`src/rtl/mdc_commutator.sv`:
```
// Two-path MDC commutator: delays path A by DEPTH, swaps paths every DEPTH accepts, delays path 1 by DEPTH.
// Optional synchronous clear input 'clr' when MDC_COMM_SYNC_CLR_EN is defined.
module mdc_commutator #(
    parameter int DEPTH = 16,
    parameter int WIDTH = 9
) (
    input  logic             clk,
    input  logic             rst_n,
`ifdef MDC_COMM_SYNC_CLR_EN
    input  logic             clr,
`endif
    input  logic             in_valid,
    input  logic [WIDTH-1:0] a_re,
    input  logic [WIDTH-1:0] a_im,
    input  logic [WIDTH-1:0] b_re,
    input  logic [WIDTH-1:0] b_im,
    output logic             out_valid,
    output logic             out_sop,
    output logic [WIDTH-1:0] y0_re,
    output logic [WIDTH-1:0] y0_im,
    output logic [WIDTH-1:0] y1_re,
    output logic [WIDTH-1:0] y1_im
);

    localparam int AW = $clog2(DEPTH);
    localparam int CW = AW + 1;
    localparam int SW = 2 * WIDTH;

    logic [CW-1:0] cnt_q, cnt_d;
    logic          fill_q, fill_d;
    logic [SW-1:0] delayA_q  [DEPTH];
    logic [SW-1:0] delayP1_q [DEPTH];
    logic [SW-1:0] y0_q, y1_q;
    logic          outValid_q, outSop_q;

    logic          syncClr;
    logic [AW-1:0] addr;
    logic          swap;
    logic [SW-1:0] sampleB;
    logic [SW-1:0] upperDelayed;
    logic [SW-1:0] path1Delayed;
    logic [SW-1:0] p0, p1;

`ifdef MDC_COMM_SYNC_CLR_EN
    assign syncClr = clr;
`else
    assign syncClr = 1'b0;
`endif

    // Both delay lines are circular buffers sharing the low counter bits: the
    // cell at addr holds the sample accepted exactly DEPTH accepts ago.
    assign addr         = cnt_q[AW-1:0];
    assign swap         = cnt_q[AW];
    assign sampleB      = {b_re, b_im};
    assign upperDelayed = delayA_q[addr];
    assign path1Delayed = delayP1_q[addr];

    always_comb begin
        p0 = upperDelayed;
        p1 = sampleB;
        if (swap) begin
            p0 = sampleB;
            p1 = upperDelayed;
        end
    end

    // Counter width is exactly log2(2*DEPTH), so it wraps with no bubble.
    always_comb begin
        cnt_d  = cnt_q;
        fill_d = fill_q;
        if (in_valid) begin
            cnt_d  = cnt_q + CW'(1);
            fill_d = fill_q | (cnt_q == CW'(DEPTH - 1));
        end
    end

    always_ff @(posedge clk or negedge rst_n) begin
        if (!rst_n) begin
            cnt_q  <= '0;
            fill_q <= 1'b0;
        end else if (syncClr) begin
            cnt_q  <= '0;
            fill_q <= 1'b0;
        end else begin
            cnt_q  <= cnt_d;
            fill_q <= fill_d;
        end
    end

    always_ff @(posedge clk or negedge rst_n) begin
        if (!rst_n) begin
            for (int i = 0; i < DEPTH; i++) begin
                delayA_q[i]  <= '0;
                delayP1_q[i] <= '0;
            end
        end else if (syncClr) begin
            for (int i = 0; i < DEPTH; i++) begin
                delayA_q[i]  <= '0;
                delayP1_q[i] <= '0;
            end
        end else if (in_valid) begin
            delayA_q[addr]  <= {a_re, a_im};
            delayP1_q[addr] <= p1;
        end
    end

    // Data registers hold through stalls; only the valid/sop flags drop.
    always_ff @(posedge clk or negedge rst_n) begin
        if (!rst_n) begin
            y0_q       <= '0;
            y1_q       <= '0;
            outValid_q <= 1'b0;
            outSop_q   <= 1'b0;
        end else if (syncClr) begin
            y0_q       <= '0;
            y1_q       <= '0;
            outValid_q <= 1'b0;
            outSop_q   <= 1'b0;
        end else begin
            outValid_q <= in_valid & fill_q;
            outSop_q   <= in_valid & fill_q & (cnt_q == CW'(DEPTH));
            if (in_valid) begin
                y0_q <= p0;
                y1_q <= path1Delayed;
            end
        end
    end

    assign out_valid = outValid_q;
    assign out_sop   = outSop_q;
    assign y0_re     = y0_q[SW-1:WIDTH];
    assign y0_im     = y0_q[WIDTH-1:0];
    assign y1_re     = y1_q[SW-1:WIDTH];
    assign y1_im     = y1_q[WIDTH-1:0];

endmodule

```
`config.mk`:
```
export PLATFORM = sky130hd
export DESIGN_NAME = mdc_commutator
export DESIGN_NICKNAME = d
export VERILOG_FILES = /design/src/rtl/mdc_commutator.sv
export SDC_FILE = /design/constraint.sdc
export NUM_CORES = 1
export LEC_CHECK = 0
export CELL_PAD_IN_SITES_DETAIL_PLACEMENT = 0
export CELL_PAD_IN_SITES_GLOBAL_PLACEMENT = 2
export CORE_ASPECT_RATIO = 0.9
export CORE_MARGIN = 4
export CORE_UTILIZATION = 30
export DETAILED_ROUTE_END_ITERATION = 8
export DONT_BUFFER_PORTS = 1
export PLACE_DENSITY = 0.64
export SKIP_LAST_GASP = 1
export SLEW_MARGIN = 25
export SYNTH_ARGS = -nofsm -noshare
export SYNTH_HDL_FRONTEND = slang
export SYNTH_SLANG_ARGS = --single-unit
```
`constraint.sdc`:
```
create_clock -name clk -period 2.7 [get_ports clk]
set_input_delay 0.27 -clock clk [delete_from_list [all_inputs] [get_ports clk]]
set_output_delay 0.27 -clock clk [all_outputs]
set_load 0.05 [all_outputs]
```
==> summary.md <==
| Metric | Value |
|---|---|
| Result of the run | finished with violations |
| Failing checks | negative hold slack, max-slew violations |
| Initial antenna violation count | 10 |
| Async S/R FF share, synth | 1.00 |
| Top area cells in the synthesized netlist | dfrtp_1 (54%), mux2_2 (11%), mux2i_1 (6.1%), mux4_2 (5.7%), a21oi_2 (3.4%) |
| Half-perimeter wire length after placement | 53.1 mm |
| Synth unique cells | 49 |
| Design Area, Final | 33200 µm² |
| Critical R2R Capture | y0_q[3] |
| Post-synth EDFFs | 0 |
| IO Pins | 77 |
| RSZ-0062 raised after global routing | false |
| Number of sinks handled by clock tree synthesis | 620 |
| Cts-stage hold buffer count | 38 |
| Slowest library cell on the worst path | dfrtp_4 |
| CTS tree | built |
| Critical path data required time | 3.16 ns |
| Yosys Warn Count | 0 |
| Number of I/O port buffers | 0 |
| Vias in the first global route | 19000 |
| Final antenna-violating net count | 0 |
| Average vias per placed instance | 5.07 |
| Maximum capacitance violations | 0 |
| Kind of critical path | reg2reg |
| Synth Area in Simple Gates | 0.0564 |
| Synth top cells by count | dfrtp_1 (620), mux2_2 (283), mux2i_1 (174), nand2_1 (161), o21ai_0 (147) |
| Crit-path max FO | 17 |
| Combinational group share of total power | 0.425 |
| Main synth FF type | dfrtp_1 |
| Global routing usage summed across all routing layers | 0.173 |
| Leakage power total | 14.0 nW |
| Syn_nets | 2258 |
| Routed wire length | 86.3 mm |
| Ordered list of cells on the worst path | buf_12, buf_12, buf_4, mux2i_1, a22o_1, nor3_1, a31oi_1, o221ai_1 |
| FF-to-FF Start | cnt_q[1] |
| Count of endpoints failing setup in the final report | 0 |
| Fmax | 400 MHz |
| Total count of max-transition violations in the final report | 492 |
| Total cell area at the placement stage | 30400 µm² |
| First-pass GRT wire length | 130 mm |
| Combinational family with the most area after synthesis | multiplexers |
| Power share of the sequential group | 0.365 |
| Post-Synth Adder-Cell Area | 0.00219 |
| R2R cell count | 8 |
| Core box area | 94700 µm² |
| CTS H-Tree Depth | 3 |
| Largest stage delay on the critical path | 0.54 ns |
| Net load switching power | 18.0 mW |
| Final worst clock skew | 0.0208 ns |
| Vias | 18000 |
| XOR/XNOR share of the synthesized area | 0.000919 |
| Tightest hold margin | -0.607 ns |
| Critical Path Most Common Cell | buf_12 |
| Number of buffers added by the clock tree synthesis step | 73 |
| Row count | 107 |
| Overflow after GRT | 0 |
| Final period demand of the worst path | 2.50 ns |
| Die Outline Area | 100000 µm² |
| Routed wirelength normalized by instance count | 24.3 µm |
| Final period util | 0.927 |
| Clock root buffer | clkbuf_16 |
| Number of nets in the final layout | 2295 |
| Mean area per synthesized cell | 12.9 µm² |
| Mapped cell area | 28600 µm² |
| Number of design rule violations left after detail routing | 0 |
| #FFs+latches synth | 620 |
| Post CTS Setup Buffer Count | 0 |
| Cell count after synthesis | 2214 |
| Maximum count of clock buffers along a single path | 3 |
| Largest net degree at the start of global routing | 621 |
| Top cell type by total area after synthesis | dfrtp_1 |
| VDD IR-drop max | 0.651 mV |
| Worst reg-to-reg setup slack | 0.20 ns |
| Hold Vio Cnt, Final | 620 |
| Vertical extent of the die | 301 µm |
| Area share of the largest cell type after synthesis | 0.543 |
| Share of cell area taken by muxes after synthesis | 0.234 |
| Startpoint type of the worst setup path | register |
| Cts repair resizes | 0 |
| Share of final-layout standard cells stronger than drive strength 1 | 0.324 |
| Sort of element at the end of the critical path | register |
| Sw Ratio | 0.392 |
| Leading cell type by number of instances after synthesis | dfrtp_1 |
| Initial drt markers | 1199 |
| Latest clock arrival within the worst-skew pair | 0.61 ns |
| Starting utilization of the core area | 0.302 |
| Share of power burned in the clock network | 0.210 |
| Routability Congestion | 0.755 |
| Critical path data arrival time | 2.96 ns |
| Power per Cell Area | 1390 nW/µm² |
| Sequential-to-total area share from yosys stat | 0.543 |
| Hold Path Class | in2async |
| Area fraction in compound gates after synthesis | 0.127 |
| Cell internal power dissipation | 27.9 mW |
| Clock-pin transition on the worst setup and hold timing paths | 0.06 ns |
| Tightest slew margin relative to the limit | -0.709 |
| TNS Setup | 0 ns |
| Die Span X | 333 µm |
| Area growth from synthesis to final layout | 15.9% |
| Worst Max-Slew Pin Slew | 2.56 ns |
| DRT Pass-1 Iters | 5 |
[metal layers]
metal  GRT usage  up-vias  wire length (µm)
met5           0        -                27
met4      0.0452        4              1770
met3      0.0262      100              3430
met2       0.279      315             40600
met1       0.243     9504             40500
li1            -     8115                 -
[registers in the layout, indices dropped and copies added, names as in the netlist]
register,count
delayP1_q,288
y0_q,18
y1_q,18
out_valid,1
out_sop,1
cnt_q,5
fill_q,1
delayA_q,288
[worst max-delay path by stage]
stage | start | slack, ns | endpoint | cells after the start
floorplan | cnt_q[0] | 0.06 | delayP1_q[277] | 10
global placement | cnt_q[0] | 0.21 | delayA_q[256] | 5
detailed placement | cnt_q[1] | 0.18 | delayP1_q[144] | 7
CTS | cnt_q[0] | 0.17 | delayP1_q[269] | 6
global route | cnt_q[0] | 0.03 | delayP1_q[262] | 6
finish | cnt_q[1] | 0.20 | y0_q[3] | 8
[layout make-up]
type / instances / area (µm²)
Timing Repair Buffer: 144 / 1540
Antenna cell: 2 / 5.00
Sequential cell: 620 / 15500
Clock buffer: 109 / 2110
Fill cell: 9145 / 61500
Tap cell: 1253 / 1570
Multi-Input combinational cell: 1386 / 12100
Inverter: 26 / 97.6
Clock inverter: 18 / 213
[critical path, delay by kind of cell (launching register included)]
kind	cells	cell delay, ns
simple gates	1	0.09
compound gates	3	0.84
mux	1	0.24
flops	1	0.54
buf+inv	3	0.62
[stage by stage]
step | cells | hold slack [ns] | worst slack [ns] | util | total power [mW]
floorplan | 2214 | -0.0256 | 0.0555 | - | 29.9
global placement | 3391 | 0.0114 | 0.209 | 0.321 | 36.0
detailed placement | 3391 | 0.00348 | 0.180 | 0.321 | 36.6
CTS | 3556 | -0.661 | 0.167 | 0.350 | 46.6
global route | 3557 | -0.644 | 0.0340 | 0.350 | 48.8
finish | 3558 | -0.607 | 0.197 | 0.350 | 46.0
[kinds of logic (layout without fill, tap and decap cells)]
| family | after synthesis | count (layout) |
|---|---|---|
| DFF | 620 | 620 |
| muxes | 541 | 541 |
| AOI/OAI and AO/OA | 454 | 454 |
| and+or+nand+nor | 383 | 383 |
| buffers and inverters | 208 | 297 |
| adders and majority gates | 5 | 5 |
| xor gates and xnor gates | 3 | 3 |
| other | 0 | 2 |
[placed cells by master (no fill, tap or decap), types with 4 or more instances in the layout]
cell type        n
a21oi_1         33
clkbuf_1        22
a31oi_1         17
mux4_2          72
nand3_1         18
dfrtp_1        616
o31a_4          14
clkbuf_8        13
mux2_1          12
ha_1             5
nand3_2          6
inv_1           24
buf_4           78
a32oi_2          8
a22o_1          33
buf_12          28
a21oi_2        112
clkinv_2         7
nor3_1          16
nand2b_1        14
mux2_2         283
nor2_1         145
mux2i_1        174
inv_6            4
dlygate4sd3_1   37
clkbuf_16       74
a32oi_4         10
o221ai_1        34
a22oi_2         10
o21ai_0        147
and2_1           4
nand2_1        161
a22oi_1         28
[power groups by stage]
stage | Sequential (mW) | Clock (mW) | Combinational (mW)
detailed placement | 17.0 | 0 | 19.6
global placement | 16.7 | 0 | 19.3
floorplan | 16.1 | 0 | 13.9
global route | 17.3 | 10.3 | 21.1
CTS | 16.8 | 9.96 | 19.8
finish | 16.8 | 9.68 | 19.5
(Power assumes the default switching activity.)
